===== config.mk =====
export PLATFORM = sky130hd
export DESIGN_NAME = neighbor_edge_reader
export DESIGN_NICKNAME = d
export VERILOG_FILES = /design/src/rtl/neighbor_edge_reader.sv
export SDC_FILE = /design/constraint.sdc
export NUM_CORES = 1
export LEC_CHECK = 0
export CAP_MARGIN = 20
export CORE_AREA = 2 2 150 122
export CTS_CLUSTER_DIAMETER = 80
export DETAILED_ROUTE_END_ITERATION = 16
export DIE_AREA = 0 0 152 124
export PLACE_DENSITY = 0.8
export SETUP_SLACK_MARGIN = 0.3
export SYNTH_ARGS = -nofsm -noshare
export SYNTH_HDL_FRONTEND = slang
export SYNTH_SLANG_ARGS = --single-unit

===== constraint.sdc =====
create_clock -name clk -period 3.7 [get_ports clk]
set_clock_uncertainty 0.1 [all_clocks]
set_input_delay 0.74 -clock clk [delete_from_list [all_inputs] [get_ports clk]]
set_output_delay 0.74 -clock clk [all_outputs]
set_load 0.01 [all_outputs]

===== src/rtl/neighbor_edge_reader.sv =====
// Neighbour edge reader: turns queued neighbour words into relative edges
// (dx, dy, dt) against a latched centre event, with a 2-entry output buffer.
module neighbor_edge_reader #(
    parameter int MAX_DEGREE = 16,
    parameter int WIDTH      = 48,
    parameter int CNT_W      = $clog2(MAX_DEGREE) + 1
) (
    input  logic              clk,
    input  logic              rst,
    input  logic              ctr_valid,
    output logic              ctr_ready,
    input  logic [7:0]        ctr_x,
    input  logic [7:0]        ctr_y,
    input  logic [31:0]       ctr_t,
    input  logic [CNT_W-1:0]  nbr_cnt,
    output logic              fifo_rd_en,
    input  logic [WIDTH-1:0]  fifo_dout,
    input  logic              fifo_empty,
    output logic              edge_valid,
    input  logic              edge_ready,
    output logic [8:0]        edge_dx,
    output logic [8:0]        edge_dy,
    output logic [31:0]       edge_dt,
    output logic              edge_last,
    output logic              done
);

    typedef enum logic [1:0] {IDLE, RUN, DONE} state_t;

    localparam logic [CNT_W-1:0] MAX_CNT = CNT_W'(MAX_DEGREE);

    state_t           state;
    logic [7:0]       cx;
    logic [7:0]       cy;
    logic [31:0]      ct;
    logic [CNT_W-1:0] remaining;
    logic [CNT_W-1:0] issued;
    logic [CNT_W-1:0] received;
    logic             inflight;

    logic             sk_valid;
    logic             sk_last;
    logic [8:0]       sk_dx;
    logic [8:0]       sk_dy;
    logic [31:0]      sk_dt;

    logic             hs;
    logic             pop;
    logic [1:0]       occ;
    logic [8:0]       arr_dx;
    logic [8:0]       arr_dy;
    logic [31:0]      arr_dt;
    logic             arr_last;

    assign hs  = ctr_valid && ctr_ready;
    assign pop = edge_valid && edge_ready;

    // Occupancy net of the entry leaving this cycle keeps one edge per cycle.
    assign occ = 2'(edge_valid) + 2'(sk_valid) + 2'(inflight) - 2'(pop);

    // Request/handshake signals are pure functions of state and FIFO flags.
    always_comb begin
        ctr_ready  = !rst && (state == IDLE);
        fifo_rd_en = !rst && (state == RUN) && !fifo_empty
                     && (issued < remaining) && (occ < 2'd2);
    end

    // Edge geometry of the word returned by last cycle's read.
    always_comb begin
        arr_dx   = {1'b0, fifo_dout[47:40]} - {1'b0, cx};
        arr_dy   = {1'b0, fifo_dout[39:32]} - {1'b0, cy};
        arr_dt   = ct - fifo_dout[31:0];
        arr_last = (received + CNT_W'(1)) == remaining;
    end

    // Control FSM: latch centre, count issued reads, pulse done.
    always_ff @(posedge clk) begin
        if (rst) begin
            state     <= IDLE;
            done      <= 1'b0;
            cx        <= '0;
            cy        <= '0;
            ct        <= '0;
            remaining <= '0;
            issued    <= '0;
        end else begin
            done <= 1'b0;
            unique case (state)
                IDLE: begin
                    if (hs) begin
                        cx        <= ctr_x;
                        cy        <= ctr_y;
                        ct        <= ctr_t;
                        remaining <= (nbr_cnt > MAX_CNT) ? MAX_CNT : nbr_cnt;
                        issued    <= '0;
                        if (nbr_cnt == '0) begin
                            state <= DONE;
                            done  <= 1'b1;
                        end else begin
                            state <= RUN;
                        end
                    end
                end
                RUN: begin
                    if (fifo_rd_en)
                        issued <= issued + CNT_W'(1);
                    if (pop && edge_last) begin
                        state <= DONE;
                        done  <= 1'b1;
                    end
                end
                DONE: state <= IDLE;
                default: state <= IDLE;
            endcase
        end
    end

    // Two-entry buffer: head drives edge_* directly, skid entry behind it.
    always_ff @(posedge clk) begin
        if (rst) begin
            inflight   <= 1'b0;
            received   <= '0;
            edge_valid <= 1'b0;
            edge_last  <= 1'b0;
            edge_dx    <= '0;
            edge_dy    <= '0;
            edge_dt    <= '0;
            sk_valid   <= 1'b0;
            sk_last    <= 1'b0;
            sk_dx      <= '0;
            sk_dy      <= '0;
            sk_dt      <= '0;
        end else begin
            inflight <= fifo_rd_en;
            if (hs)
                received <= '0;
            else if (inflight)
                received <= received + CNT_W'(1);
            if (pop || !edge_valid) begin
                if (sk_valid) begin
                    edge_valid <= 1'b1;
                    edge_last  <= sk_last;
                    edge_dx    <= sk_dx;
                    edge_dy    <= sk_dy;
                    edge_dt    <= sk_dt;
                    sk_valid   <= inflight;
                    if (inflight) begin
                        sk_last <= arr_last;
                        sk_dx   <= arr_dx;
                        sk_dy   <= arr_dy;
                        sk_dt   <= arr_dt;
                    end
                end else begin
                    edge_valid <= inflight;
                    edge_last  <= inflight && arr_last;
                    if (inflight) begin
                        edge_dx <= arr_dx;
                        edge_dy <= arr_dy;
                        edge_dt <= arr_dt;
                    end
                end
            end else if (inflight) begin
                sk_valid <= 1'b1;
                sk_last  <= arr_last;
                sk_dx    <= arr_dx;
                sk_dy    <= arr_dy;
                sk_dt    <= arr_dt;
            end
        end
    end

endmodule


==> out/qor.txt, run 1 <==
Final period util: 91.5%
layout cell share with drive strength beyond 1: 9.13%
I/O Pins: 161
synthesized flop and latch total: 171
CTS buffer count: 17
total number of vias: 9120
H-tree Lvls: 4
DRC viols: 0
Most used DFF post-synth: dfxtp_1
Reg power frac: 41.8%
total wire length: 26.8 mm
CP startpoint: edge_ready
Antenna Nets Post-Route: 0
Setup WS post-layout: 0.313 ns
synthesized net count: 1387
via-per-instance ratio: 5.64
hold slack: 0.355 ns
Worst EP required: 2.86 ns
critical path capture point type: primary output
row count: 43
Initial Util: 53.3%
hpwl dp: 18.9 mm
input/output buffers: 160
clock network power share: 41.9%
net switching power figure: 0.00123 W
GPL Wtd Cong: 0.927
Multi-input gate area: 5470 um^2
final hold vios: 0
Int Pwr: 0.00332 W
Crit Path Class: primary input to primary output
leakage power: 4.73 nW
1st-iter DRT viols: 737
FFs w/ async S/R, synth: 0%
initial antenna violation count: 0
min-delay src: edge_dt[15]
Detailed Routing Iterations Pass 1: 5
CTS tree: done
Syn. warnings: 0
Avg Cell Area, Syn: 7.53 um^2
Setup crit start kind: primary input
Hold Crit Class: flip-flop to flip-flop
clock period minus worst slack: 3.39 ns
max_slew headroom: 41.5%
pre-CTS setup slack: -0.252 ns
final setup fails: 0
# diodes: 0
CTS Sinks: 171
crit path max fanout: 3
Post-synth EDFFs: 0
P&R area growth vs syn: 30.9%
clock slew at reported path FFs: 0.06 ns
Core Box Area: 17300 um^2
Comb pwr share: 16.3%
Max VDD drop: 0.333 mV
largest net degree at the start of global routing: 74
FF/Latch Area: 3420 um^2
Die H: 124 um
Worst Max-Slew Pin Slew: 0.876 ns
WP data arrival: 2.55 ns
Pwr per Cell Area: 377 nW/um^2
GR Util All Layers: 28.0%
maxcap violations: 0
status: complete, no violations
RSZ-0062 raised after global routing: false
synthesized netlist cell count: 1223
Final Max Tran Viols: 0
Net Sw Frac: 27.0%
Congestion Overflow GR: 0
Root Driver: clkbuf_16
Die ar.: 18800 um^2
clock latency on the worst-skew pair: 0.43 ns
vias in the first global route: 8477
Avg WL per Cell: 16.6 um
nets: 1542
first-pass GRT wire length: 42.7 mm
Post-Syn Area: 9210 um^2
Setup TNS: 0 ns
FMAX: 295 MHz
worst r2r src: edge_valid
Clock Path Buffers: 2
# fillers: 1402
post-synthesis cell type count: 59
sequential area share after synthesis: 37.2%
width of the die: 152 um
[Yosys cell counts, drive strengths merged (2+ instances only)]
cell type / count / area [um^2]
a2111oi: 3 / 38.8
a211o: 2 / 17.5
a211oi: 14 / 105
a21boi: 4 / 30.0
a21o: 16 / 120
a21oi: 174 / 878
a311oi: 3 / 32.5
a31oi: 12 / 75.1
a41oi: 2 / 17.5
and2: 4 / 25.0
and3: 3 / 20.0
and4: 2 / 17.5
buf: 16 / 68.8
clkbuf: 58 / 218
dfxtp: 171 / 3420
fa: 3 / 60.1
ha: 55 / 688
inv: 72 / 270
mux2i: 9 / 90.1
nand2: 225 / 845
nand2b: 12 / 75.1
nand3: 26 / 130
nand3b: 4 / 30.0
nand4: 10 / 62.6
nor2: 94 / 353
nor2b: 14 / 87.6
nor3: 22 / 110
nor3b: 3 / 22.5
nor4: 4 / 25.0
o2111ai: 4 / 35.0
o211ai: 14 / 105
o21a: 4 / 30.0
o21ai: 81 / 405
o21bai: 4 / 30.0
o31ai: 4 / 30.0
o41ai: 2 / 17.5
or2: 3 / 18.8
or3: 3 / 18.8
or4: 3 / 22.5
xnor2: 24 / 210
xor2: 28 / 245
[power groups by stage]
stage,logic [W],clock network [W],registers (W)
after floorplan,0.000408,0,0.00194
after global placement,0.000691,0,0.00194
after detailed placement,0.000700,0,0.00194
after CTS,0.000714,0.00191,0.00190
after global routing,0.000815,0.00200,0.00191
final,0.000742,0.00191,0.00190
[through the flow]
| stage | instance area [um^2] | cells | util, % | total power, W |
|---|---|---|---|---|
| final | 12100 | 1616 | 69.8 | 0.00455 |
| after global routing | 12100 | 1616 | 69.8 | 0.00472 |
| after CTS | 11900 | 1616 | 68.6 | 0.00453 |
| after detailed placement | 11100 | 1570 | 64.4 | 0.00264 |
| after global placement | 11100 | 1570 | 64.4 | 0.00263 |
| after floorplan | 9210 | 1223 | - | 0.00235 |
[final cells by class]
type	instances	area share, %
flip-flops and latches	171	28.4
inverters	73	2.27
clock inverters	13	1.36
clock buffers	19	3.76
well taps	225	2.33
repair buffers	210	16.5
multi-input cells	905	45.4
[cell usage in the layout (no fill, tap or decap), drive strengths merged, types with 6 or more instances in the layout]
cell / Yosys / layout
xnor2: 24 / 24
dfxtp: 171 / 171
nand2: 225 / 225
nor3: 22 / 22
clkbuf: 58 / 19
nand2b: 12 / 12
clkdlybuf4s50: 0 / 153
buf: 16 / 52
o211ai: 14 / 14
a211oi: 14 / 14
a31oi: 12 / 12
inv: 72 / 75
ha: 55 / 55
a21oi: 174 / 174
nand3: 26 / 26
clkinv: 1 / 6
xor2: 28 / 28
nand4: 10 / 10
mux2i: 9 / 9
a21o: 16 / 16
o21ai: 81 / 81
nor2: 94 / 94
nor2b: 14 / 14
[path summary, 6_finish.rpt]
| kind | end | slack, ns | cells after the start |
|---|---|---|---|
| setup / recovery | fifo_rd_en | 0.31 | 10 |
| hold / removal | edge_dt[15] | 0.35 | 2 |
| setup reg to reg | inflight | 0.48 | 18 |
| hold reg to reg | edge_dt[15] | 0.35 | 2 |
[worst max-delay path, stage by stage]
cell	delay (ns)
dlygate4sd2_1	0.26
and2_4	0.18
ha_1	0.28
inv_2	0.07
ha_4	0.20
a21oi_4	0.15
xor2_1	0.17
nand3_1	0.15
a21oi_2	0.19
buf_2	0.16
[per-layer routing]
| metal | track usage, % | wire length, um |
|---|---|---|
| met2 | 45.5 | 12100 |
| met4 | 6.02 | 287 |
| met3 | 6.37 | 1970 |
| met5 | 0 | 0 |
| met1 | 38.4 | 12400 |
[logic make-up (layout without fill, tap and decap cells)]
kind of cell | Yosys count | in the layout | share of synthesized area [%]
buffers and inverters | 147 | 315 | 6.09
and+or+nand+nor | 438 | 438 | 20.8
muxes | 9 | 9 | 0.978
AOI/OAI and AO/OA | 348 | 348 | 21.9
adders and majority gates | 58 | 58 | 8.13
DFF | 171 | 171 | 37.2
xor gates and xnor gates | 52 | 52 | 4.95
[timing repair]
action                                 CTS  global route
resized for setup                        8            35
endpoints found under the hold margin    0             0
setup endpoints to repair                1             6
hold buffers                             0             0
setup buffers                           14             0
pin swaps                                2             9
[sequential cells by signal, summed over array words and instances (netlist names), 2 cells and up]
register / flops
ct: 32
edge_dt: 32
sk_dt: 32
edge_dx: 9
edge_dy: 9
sk_dx: 9
sk_dy: 9
cx: 8
cy: 8
issued: 5
received: 5
remaining: 5
state: 2
(Power assumes the default switching activity.)
==> run 2: changes to the inputs <==
--- a/config.mk
+++ b/config.mk
@@ -6,12 +6,13 @@
 export NUM_CORES = 1
 export LEC_CHECK = 0
 export CAP_MARGIN = 20
-export CORE_AREA = 2 2 150 122
+export CORE_AREA = 2 2 158 129
 export CTS_CLUSTER_DIAMETER = 80
 export DETAILED_ROUTE_END_ITERATION = 16
-export DIE_AREA = 0 0 152 124
-export PLACE_DENSITY = 0.8
+export DIE_AREA = 0 0 160 131
+export PLACE_DENSITY = 0.76
 export SETUP_SLACK_MARGIN = 0.3
 export SYNTH_ARGS = -nofsm -noshare
 export SYNTH_HDL_FRONTEND = slang
 export SYNTH_SLANG_ARGS = --single-unit
+export TNS_END_PERCENT = 1
==> constraint.sdc (replaced) <==
create_clock -name clk -period 2.7 [get_ports clk]
set_clock_uncertainty 0.1 [all_clocks]
set_input_delay 0.54 -clock clk [delete_from_list [all_inputs] [get_ports clk]]
set_output_delay 0.54 -clock clk [all_outputs]
set_load 0.01 [all_outputs]
==> run 2 against run 1 <==
  * Total power rose by 40%
  * First-iteration DRC count shrank 3.3%
  * Highest routed layer unchanged
  * Non-clock buffer count is 106 higher
  * Setup slack worse by 0.40 ns
  * Largest cell class unchanged
  * Via count increased by 4.5%
  * Clock power rose by 27%
  * The run now ends with setup timing left
  * Cell count is 9.0% higher
==> out/qor.txt, run 2 (synthesis results as in run 1) <==
largest net degree at the start of global routing: 94
GR Util All Layers: 26.9%
Final Cell Area: 13600 um^2
Crit Path Class: flip-flop to primary output
Int Pwr: 0.00449 W
critical path capture point type: primary output
Initial Util: 47.3%
clock latency on the worst-skew pair: 0.44 ns
Root Driver: clkbuf_16
hold_buf cts: 0
net switching power figure: 0.00188 W
clock network power share: 38.0%
Comb pwr share: 20.9%
Setup TNS: -0.0854 ns
final hold vios: 0
WP data arrival: 2.15 ns
max_slew headroom: 66.3%
vias in the first global route: 9235
end-of-flow core utilization: 70.0%
leading cell type in the layout, fill and taps excluded: nand2_1
status: complete, but fails checks
DRC viols: 0
Final Max Tran Viols: 0
Antenna Nets Post-Route: 0
Setup crit start kind: flip-flop
Die ar.: 21000 um^2
hpwl dp: 19.9 mm
FMAX: 359 MHz
Hold Crit Class: flip-flop to flip-flop
total number of vias: 9528
top flop regs: ct x32, edge_dt x32, sk_dt x32
GPL Wtd Cong: 0.915
Multi-input gate area: 6150 um^2
total wire length: 28.6 mm
Reg power frac: 41.1%
via-per-instance ratio: 5.41
CTS buffer count: 17
final setup fails: 1
initial antenna violation count: 1
nets: 1648
Worst Max-Slew Pin Slew: 0.504 ns
Clock Path Buffers: 2
Net Sw Frac: 29.5%
I/O Pins: 161
Max VDD drop: 0.391 mV
Congestion Overflow GR: 0
Pwr per Cell Area: 467 nW/um^2
Detailed Routing Iterations Pass 1: 5
Tot Pwr: 0.00636 W
Avg WL per Cell: 16.2 um
most frequent cells in the layout: 216 x nand2_1, 165 x dfxtp_1, 145 x a21oi_1, 144 x buf_4, 141 x clkdlybuf4s50_1
RSZ-0062 raised after global routing: true
crit path max fanout: 2
H-tree Lvls: 4
# fillers: 1550
Final period util: 103%
clock slew at reported path FFs: 0.08 ns
P&R area growth vs syn: 47.9%
row count: 46
1st-iter DRT viols: 713
Core Box Area: 19500 um^2
layout cell share with drive strength beyond 1: 23.0%
pre-CTS setup slack: -0.909 ns
leakage power: 5.39 nW
width of the die: 160 um
maxcap violations: 0
Worst EP required: 2.06 ns
FF/Latch Area: 3430 um^2
CTS tree: done
CTS Sinks: 171
Placement Cell Area: 12100 um^2
clock period minus worst slack: 2.79 ns
Setup WS post-layout: -0.0854 ns
input/output buffers: 160
failing checks: setup timing
first-pass GRT wire length: 45.7 mm
Die H: 131 um
-- run 2: cell types whose count changed in the layout (fill, tap and decap cells not counted), moves of 15 or more --
cell / change
buf_4: +94
o21ai_0: -31
a21oi_1: -23
o21ai_1: +22
a21oi_2: +20
ha_1: -18
ha_4: +15
-- run 2: critical path, cell delays in order (launching register included) --
cell     delay [ns]
dfxtp_2        0.33
and2_4         0.16
ha_4           0.26
inv_2          0.04
ha_4           0.20
a21oi_2        0.14
xor2_1         0.16
nand3_1        0.11
a21oi_2        0.16
buf_2          0.15
-- run 2: layer usage --
metal	global-route usage, %	share of wire [%]	up-vias
met5	0	0	-
met4	7.53	1.4	0
met3	5.49	6.1	36
met2	45.9	47	308
met1	34.9	46	4482
li1	-	-	4702
-- run 2: what timing repair did --
| item | CTS | global route |
|---|---|---|
| setup endpoints to repair | 71 | 68 |
| pin swaps | 79 | 61 |
| buffers inserted | 5 | 2 |
| resized for setup | 156 | 78 |
-- run 2: final cells by class --
| type | instances | area share (%) |
|---|---|---|
| Sequential cell | 171 | 25.2 |
| Timing Repair Buffer | 316 | 21.0 |
| Multi-Input combinational cell | 905 | 45.1 |
| Clock inverter | 13 | 0.983 |
| Clock buffer | 19 | 3.25 |
| Inverter | 73 | 2.01 |
| Antenna cell | 1 | 0.0184 |
| Tap cell | 264 | 2.42 |
-- run 2: power groups by stage --
stage                     combinational, W  sequential [W]  clock [W]
after global routing               0.00144         0.00262    0.00255
after detailed placement           0.00111         0.00266          0
after CTS                          0.00123         0.00261    0.00244
after floorplan                   0.000563         0.00266          0
final                              0.00133         0.00261    0.00242
after global placement             0.00109         0.00266          0
-- run 2: per-stage QoR --
stage | hold WS, ns | std cells
finish | 0.356 | 1762
global route | 0.369 | 1761
floorplan | 0.336 | 1223
global placement | 0.341 | 1722
detailed placement | 0.346 | 1722
CTS | 0.357 | 1759
-- run 2: final timing paths --
kind              startpoint          to  slack [ns]  cells after the start
setup reg to reg       ct[0]   sk_dt[24]        0.02                     11
hold reg to reg     sk_dy[6]    sk_dy[6]        0.36                      2
hold / removal      sk_dy[6]    sk_dy[6]        0.36                      2
setup / recovery  edge_valid  fifo_rd_en       -0.09                      9
